--- src/rtl/sample_fetch_pwm_pkg.sv ---
// Shared definitions for the sample fetch / PWM playback path.
// The sample rate is also used by the playback address generator.
package sample_fetch_pwm_pkg;

    typedef enum logic {
        IDLE = 1'b0,
        REQ  = 1'b1
    } fetch_state_e;

    localparam logic [7:0] PCM_SILENCE = 8'h80;
    localparam int SAMPLE_RATE = 3000;

endpackage

--- src/rtl/sample_fetch_pwm_pwm_dac.sv ---
// 1-bit PWM DAC: free-running period counter, active duty register
// reloaded only at the period boundary, registered compare output.
module sample_fetch_pwm_pwm_dac
    import sample_fetch_pwm_pkg::*;
#(
    parameter int                DATA_W  = 8,
    parameter logic [DATA_W-1:0] SILENCE = DATA_W'(PCM_SILENCE)
) (
    input  logic              clk,
    input  logic              reset,
    input  logic [DATA_W-1:0] sample_in,
    input  logic              load_pending,
    output logic              period_end,
    output logic              pwm_out
);

    logic [DATA_W-1:0] pwm_cnt_q, pwm_cnt_d;
    logic [DATA_W-1:0] active_q, active_d;
    logic              pwm_out_q, pwm_out_d;

    assign period_end = &pwm_cnt_q;
    assign pwm_out    = pwm_out_q;

    always_comb begin
        pwm_cnt_d = pwm_cnt_q + DATA_W'(1);
        pwm_out_d = pwm_cnt_q < active_q;
        active_d  = active_q;
        // New duty takes effect from the count that follows the wrap
        if (period_end && load_pending) begin
            active_d = sample_in;
        end
    end

    always_ff @(posedge clk or negedge reset) begin
        if (!reset) begin
            pwm_cnt_q <= '0;
            active_q  <= SILENCE;
            pwm_out_q <= 1'b0;
        end else begin
            pwm_cnt_q <= pwm_cnt_d;
            active_q  <= active_d;
            pwm_out_q <= pwm_out_d;
        end
    end

endmodule

--- src/rtl/sample_fetch_pwm.sv ---
// Fetches one PCM sample per tick over a req/valid port, double-buffers
// it and plays it through the PWM DAC; sticky overrun/underrun flags.
module sample_fetch_pwm
    import sample_fetch_pwm_pkg::*;
#(
    parameter int                ADDR_W  = 22,
    parameter int                DATA_W  = 8,
    parameter int                TIMEOUT = 16,
    parameter logic [DATA_W-1:0] SILENCE = DATA_W'(PCM_SILENCE)
) (
    input  logic              clk,
    input  logic              reset,
    input  logic              count,
    input  logic [ADDR_W-1:0] endereco,
    output logic [ADDR_W-1:0] mem_addr,
    output logic              mem_req,
    input  logic              mem_rvalid,
    input  logic [DATA_W-1:0] mem_rdata,
    input  logic              clear_flags,
    output logic              pwm_out,
    output logic              overrun,
    output logic              underrun
);

    localparam int TW = $clog2(TIMEOUT + 1);

    fetch_state_e      state_q, state_d;
    logic [ADDR_W-1:0] mem_addr_q, mem_addr_d;
    logic              mem_req_q, mem_req_d;
    logic [TW-1:0]     timer_q, timer_d;
    logic [DATA_W-1:0] pending_q, pending_d;
    logic              pend_full_q, pend_full_d;
    logic              overrun_q, overrun_d;
    logic              underrun_q, underrun_d;
    logic              ov_set, un_set;
    logic              period_end;

    assign mem_addr = mem_addr_q;
    assign mem_req  = mem_req_q;
    assign overrun  = overrun_q;
    assign underrun = underrun_q;

    always_comb begin
        state_d     = state_q;
        mem_addr_d  = mem_addr_q;
        mem_req_d   = mem_req_q;
        timer_d     = timer_q;
        pending_d   = pending_q;
        pend_full_d = pend_full_q;
        ov_set      = 1'b0;
        un_set      = 1'b0;

        // The DAC takes the buffered sample at the wrap
        if (period_end && pend_full_q) begin
            pend_full_d = 1'b0;
        end

        case (state_q)
            IDLE: begin
                if (count) begin
                    state_d    = REQ;
                    mem_addr_d = endereco;
                    mem_req_d  = 1'b1;
                    timer_d    = '0;
                end
            end
            REQ: begin
                if (count) begin
                    ov_set = 1'b1;
                end
                if (mem_rvalid) begin
                    pending_d   = mem_rdata;
                    pend_full_d = 1'b1;
                    mem_req_d   = 1'b0;
                    state_d     = IDLE;
                end else if (timer_q == TW'(TIMEOUT - 1)) begin
                    mem_req_d = 1'b0;
                    un_set    = 1'b1;
                    state_d   = IDLE;
                end else begin
                    timer_d = timer_q + TW'(1);
                end
            end
            default: begin
                state_d   = IDLE;
                mem_req_d = 1'b0;
            end
        endcase

        overrun_d  = (overrun_q & ~clear_flags) | ov_set;
        underrun_d = (underrun_q & ~clear_flags) | un_set;
    end

    always_ff @(posedge clk or negedge reset) begin
        if (!reset) begin
            state_q     <= IDLE;
            mem_addr_q  <= '0;
            mem_req_q   <= 1'b0;
            timer_q     <= '0;
            pending_q   <= SILENCE;
            pend_full_q <= 1'b0;
            overrun_q   <= 1'b0;
            underrun_q  <= 1'b0;
        end else begin
            state_q     <= state_d;
            mem_addr_q  <= mem_addr_d;
            mem_req_q   <= mem_req_d;
            timer_q     <= timer_d;
            pending_q   <= pending_d;
            pend_full_q <= pend_full_d;
            overrun_q   <= overrun_d;
            underrun_q  <= underrun_d;
        end
    end

    sample_fetch_pwm_pwm_dac #(
        .DATA_W  (DATA_W),
        .SILENCE (SILENCE)
    ) u_dac (
        .clk          (clk),
        .reset        (reset),
        .sample_in    (pending_q),
        .load_pending (pend_full_q),
        .period_end   (period_end),
        .pwm_out      (pwm_out)
    );

endmodule

--- config.mk ---
export PLATFORM = sky130hd
export DESIGN_NAME = sample_fetch_pwm
export DESIGN_NICKNAME = d
export VERILOG_FILES = /design/src/rtl/sample_fetch_pwm_pkg.sv /design/src/rtl/sample_fetch_pwm_pwm_dac.sv /design/src/rtl/sample_fetch_pwm.sv
export SDC_FILE = /design/constraint.sdc
export NUM_CORES = 1
export LEC_CHECK = 0
export CAP_MARGIN = 25
export CELL_PAD_IN_SITES_DETAIL_PLACEMENT = 0
export CELL_PAD_IN_SITES_GLOBAL_PLACEMENT = 1
export CORE_MARGIN = 2
export CORE_UTILIZATION = 41
export DETAILED_ROUTE_END_ITERATION = 8
export GPL_TIMING_DRIVEN = 0
export HOLD_SLACK_MARGIN = 0.1
export PLACE_DENSITY = 0.85
export RECOVER_POWER = 100
export SYNTH_ARGS = -nofsm -noshare
export SYNTH_HDL_FRONTEND = slang
export SYNTH_HIERARCHICAL = 1
export SYNTH_SLANG_ARGS = --single-unit
--- constraint.sdc ---
create_clock -name clk -period 4.7 [get_ports clk]
set_input_delay 0.47 -clock clk [delete_from_list [all_inputs] [get_ports clk]]
set_output_delay 0.47 -clock clk [all_outputs]
set_load 0.02 [all_outputs]
**Word-level counts from Yosys, hierarchy flattened**

Index checks and enable logic that the tools add are counted.

- $add $sub $neg: 2
- Order comparisons: 1
- Equality and inequality tests: 5
- Mux-type cells: 19
- Bitwise gates (word level): 6
- Reduce and logical (&&, ||, !) cells: 6

Operators by type and width:

| kind | count |
|---|---|
| 5-bit 2-to-1 mux | 3 |
| 1-bit 2-to-1 mux | 13 |
| 5-bit one-hot mux with 2 select lines | 1 |
| 8-bit by 1-bit adder with 8-bit output, second input constant | 1 |
| 8-bit < comparator | 1 |
| 8-bit AND reduction | 1 |
| 2-bit inequality test, second input constant | 3 |
| 2-bit AND reduction | 3 |
| 5-bit by 1-bit adder with 5-bit output, second input constant | 1 |
| 5-bit by 4-bit == test with 1-bit output, second input constant | 1 |
| 1-bit one-hot mux with 2 select lines | 2 |
| 3-bit by 2-bit inequality test with 1-bit output, second input constant | 1 |
| 3-bit AND reduction | 1 |
| 1-bit AND | 2 |
| 1-bit inverter | 2 |
| 1-bit OR | 2 |
| 1-bit logical AND | 1 |

- Bits in registers: 57
- Input bits: 35
- Output and inout bits: 26
- Word-level logic and storage cells: 50

**Depth between registers and ports, before layout**

- Word-level depth: 5
- Gate-level depth with buffers: 7
- Mapped depth without buffers: 6

**Modules after synthesis**

Netlist, hierarchy kept.

By module, submodules not included:

| module | instances | cells each | area an instance (um2) | sequential area each (um2) |
|---|---|---|---|---|
| sample_fetch_pwm | 1 | 152 | 1574.0 | 1002.2 |
| sample_fetch_pwm_pwm_dac | 1 | 70 | 883.3 | 426.7 |

**Least setup slack after synthesis**

No wires, ideal clock.

- Path type: register -> register
- Start point: register timer_q[0]
- End point: register timer_q[2]
- Setup time: 0.127 ns
- Arrival time: 1.695 ns
- Required time: 4.573 ns
- Setup slack: 2.878 ns
- Cell stages (with the launch flop): 8
- Path buffers: 1
- Clock period less this slack: 1.822 ns
- Cells stage by stage: dfrtp_1 ha_1 and3_1 ha_1 or3b_1 buf_6 o211ai_2 o31ai_2

- Longest elaborated chain between the ends: 4
- Elaborated cells between the ends (all ways): 7
- Those cells by class: add/sub: 1; eq/ne: 2; mux: 3; reduce/logical: 1

RTL lines:

| what | line | RTL |
|---|---|---|
| from (decl) | sample_fetch_pwm.sv:30 | `logic [TW-1:0] timer_q, timer_d;` |
| from (signal assigned) | sample_fetch_pwm.sv:108 | `timer_q <= timer_d;` |
| 5-bit by 1-bit adder with 5-bit output | sample_fetch_pwm.sv:81 | `timer_d = timer_q + TW'(1);` |
| 5-bit 2-to-1 mux | sample_fetch_pwm.sv:76 | `end else if (timer_q == TW'(TIMEOUT - 1)) begin` |
| 5-bit 2-to-1 mux | sample_fetch_pwm.sv:71 | `if (mem_rvalid) begin` |
| 5-bit one-hot mux with 2 select lines | sample_fetch_pwm.sv:58 | `case (state_q)` |

Parallel ways exist; a longest one is shown, timed or not. The select of a mux whose other input is x is not followed.
A chain may end at the register's enable or synchronous reset.

==> results_dict.tcl <==
set metrics [dict create \
    nature_of_the_critical_path_startpoint "input port" \
    max_cap_violations 1 \
    post-route-drc-count 0 \
    cts.sink_count 57 \
    worst_ir_drop_vdd_uv 249.6 \
    core_area_um2 5851 \
    postCtsResizedCells 0 \
    dieArea_um2 6629 \
    cts_post_setup_buffers_inserted 0 \
    numPortBuffers 60 \
    hpwl_mm 3.326 \
    pwr_density_cell_nw_per_um2 411.0 \
    grt.met3_usage_pct 10.66 \
    hold_path.class "in2async" \
    seq_area_frac_synth_pct 58.15 \
    setup.worst_path.class "in2async" \
    filler_cell_count 505 \
    report.final.slew_viol_count 38 \
    synthesis.area_um2 2457 \
    worst-endpoint-required_ps 4770 \
    cts.htree.levels 3 \
    multiInputGateArea_um2 883.3 \
    cp_peak_stage_delay_ps 1450 \
    num_vias 1752 \
    timing.critical_path.arrival_ps 2760 \
    place.gp.congestion 0.6925 \
    setup-tns-final_ps 0 \
    worst_setup_hold_path_clk_slew_ps 70 \
    gr_usage_total_pct 16.65 \
    clkLatencyLatePin_ps 330 \
    timing.final.setup_violations 0 \
    grt_overflow_total 0 \
    cts_buffers 9 \
    global_route.usage.met2_pct 23.44 \
    critical_path.n_buffers_inverters 2 \
    syn_area_per_cell_um2 11.07 \
    grt_start_max_net_pins 38 \
    wl_per_cell_um 12.61 \
    layer_carrying_the_most_global_route_usage "met2" \
    worstPathMaxFanout 37 \
    violations "max-capacitance violations, max-slew violations" \
    final_layout_size_suffix_gt1_share_pct 11.37 \
    worstMarginPinSlew_ps 1920 \
    die_w_um 81.42 \
    synthToLayoutAreaGrowth_pct 34.57 \
    drt_pass1_iterations 4 \
    synthesis.instances 222 \
    timing.max_slew.rel_slack_pct -28.00 \
    postRouteAntennaNets 0 \
    cts.root.buffer_cell "sky130_fd_sc_hd__clkbuf_8" \
    grt_setup_unrepaired "false" \
    ratio_of_routed_vias_to_standard_cells 4.684 \
    grt_pass1_vias 1817 \
    drtIter0Drc 64 \
    nNetsFinal 339 \
    static-leakage-power_nw 1.596 \
    tritoncts "built" \
    finalWorstPathRequiredPeriod_ps 2690 \
    starting_density_of_the_core_pct 42.00 \
    ff_latch_area_um2 1429 \
    slowest_stage "sky130_fd_sc_hd__clkbuf_1" \
    grt.met1_usage_pct 20.53 \
    antenna_found_initial 0 \
    flip_flop_and_latch_count_after_synthesis 57 \
    path_delay_family "buffers and inverters" \
    finalCritPeriodShare_pct 57.24 \
    row_count 28 \
    finalClockSkew_ps 7.092 \
    path_common_cell "sky130_fd_sc_hd__clkbuf_1" \
    max_freq_mhz 371.7 \
    hold_slack_ps 340.7 \
    worstPathCellList "clkbuf_1 > clkbuf_1" \
    post_cts_hold_buffer_count 0 \
    diodes 0 \
    grt_first_pass_wirelength_mm 8.148 \
    totalWireLength_mm 4.715 \
    run_status "finished with violations" \
    cts_buffer_depth 2 \
    synthDistinctLibCells 31 \
    ys_warn_count 6 \
    synth_fp_nets 267 \
    io_pins 61 \
    critPathCaptureType "asynchronous set/reset pin" \
    die_h_um 81.42 \
    final_hold_viol_count 0 \
]
[final cells by class]
type                    instances  area share [%]
plain buffers                   7          0.9081
inverters                      14           1.589
clock inverters                 5           2.384
repair buffers                 61           18.09
clock buffers                  11           4.275
well taps                      75           2.838
flip-flops and latches         57           43.21
multi-input cells             144           26.71
[through the flow]
step           total power [mW]  setup slack [ps]  std cells  util, %  area, um^2
2_1_floorplan            0.7391              2878        222        -        2457
3_3_place_gp             0.8860              1287        357    53.87        3152
3_5_place_dp             0.8907              2727        358    54.13        3167
4_1_cts                   1.405              2761        374    57.89        3387
5_1_grt                   1.438              1460        374    56.52        3307
6_report                  1.359              2010        374    56.52        3307
[power by group]
| part | total (mW) | internal, mW | switching (mW) |
|---|---|---|---|
| Sequential | 0.596 | 0.560 | 0.0360 |
| Clock | 0.503 | 0.312 | 0.191 |
| Combinational | 0.260 | 0.122 | 0.138 |
[cell usage after synthesis, drive strengths merged]
master   n  area share [%]
clkbuf   2            0.31
and2     1            0.36
nand3b   1            0.31
o21ai    7             1.4
nor2     1            0.15
dfrtp   55              56
xnor2    5             1.8
nand2b   1            0.25
nor2b    2            0.51
dfstp    2             2.1
buf      5             1.9
o31ai    2             1.0
inv     14             2.1
o211ai   3             1.1
and3     2            0.56
nand4    1            0.25
nand3    9             1.8
ha      10             5.1
xor2     1            0.36
a21oi    4            0.81
nand2   73              11
a21o     1            0.31
and4     3             1.3
or3b     1            0.36
mux2    16             8.6
[state kept, by name, summed over array words and instances, names as in the netlist]
signal and count:
mem_addr 22, mem_req 1, overrun 1, pend_full_q 1, pending_q 8, state_q 1, timer_q 5, u_dac/active_q 8
u_dac/pwm_cnt_q 8, u_dac/pwm_out 1, underrun 1
[worst paths after layout]
kind | start | depth (start not counted) | slack (ps) | end
hold / removal | reset | 1 | 340 | state_q$_DFF_PN0_
hold reg to reg | mem_addr[13]$_DFFE_PN0P_ | 2 | 470 | mem_addr[13]$_DFFE_PN0P_
setup / recovery | reset | 2 | 2010 | pending_q[3]$_DFFE_PN0P_
setup reg to reg | timer_q[0]$_DFFE_PN0P_ | 7 | 2600 | timer_q[2]$_DFFE_PN0P_
max in group clk | timer_q[0]$_DFFE_PN0P_ | 7 | 2600 | timer_q[2]$_DFFE_PN0P_
min in group clk | mem_addr[13]$_DFFE_PN0P_ | 2 | 470 | mem_addr[13]$_DFFE_PN0P_
[metal layers]
| metal | wire length, um | vias up |
|---|---|---|
| met2 | 1939 | 54 |
| met5 | 0 | - |
| met4 | 80 | 0 |
| li1 | - | 870 |
| met3 | 537 | 9 |
| met1 | 2157 | 819 |
[cell families (layout without fill, tap and decap cells)]
logic type | count (synthesis) | count (layout) | share of synthesized area, %
muxes | 16 | 16 | 8.554
buffers and inverters | 21 | 98 | 4.328
DFF | 57 | 57 | 58.15
adders and majority gates | 10 | 10 | 5.092
AOI/OAI and AO/OA | 17 | 17 | 4.684
xor gates and xnor gates | 6 | 6 | 2.138
and+or+nand+nor | 95 | 95 | 17.06
[cells in the final DEF, fill, tap and decap left out, drive strengths merged, types with 4 or more instances in the layout]
master         netlist  final
xnor2                5      5
nand3                9      9
dlygate4sd3          0     28
o21ai                7      7
dfrtp               55     55
ha                  10     10
clkbuf               2     17
mux2                16     16
nand2               73     73
inv                 14     14
a21oi                4      4
clkdlybuf4s50        0     31
Power figures use the tool's default switching activity.
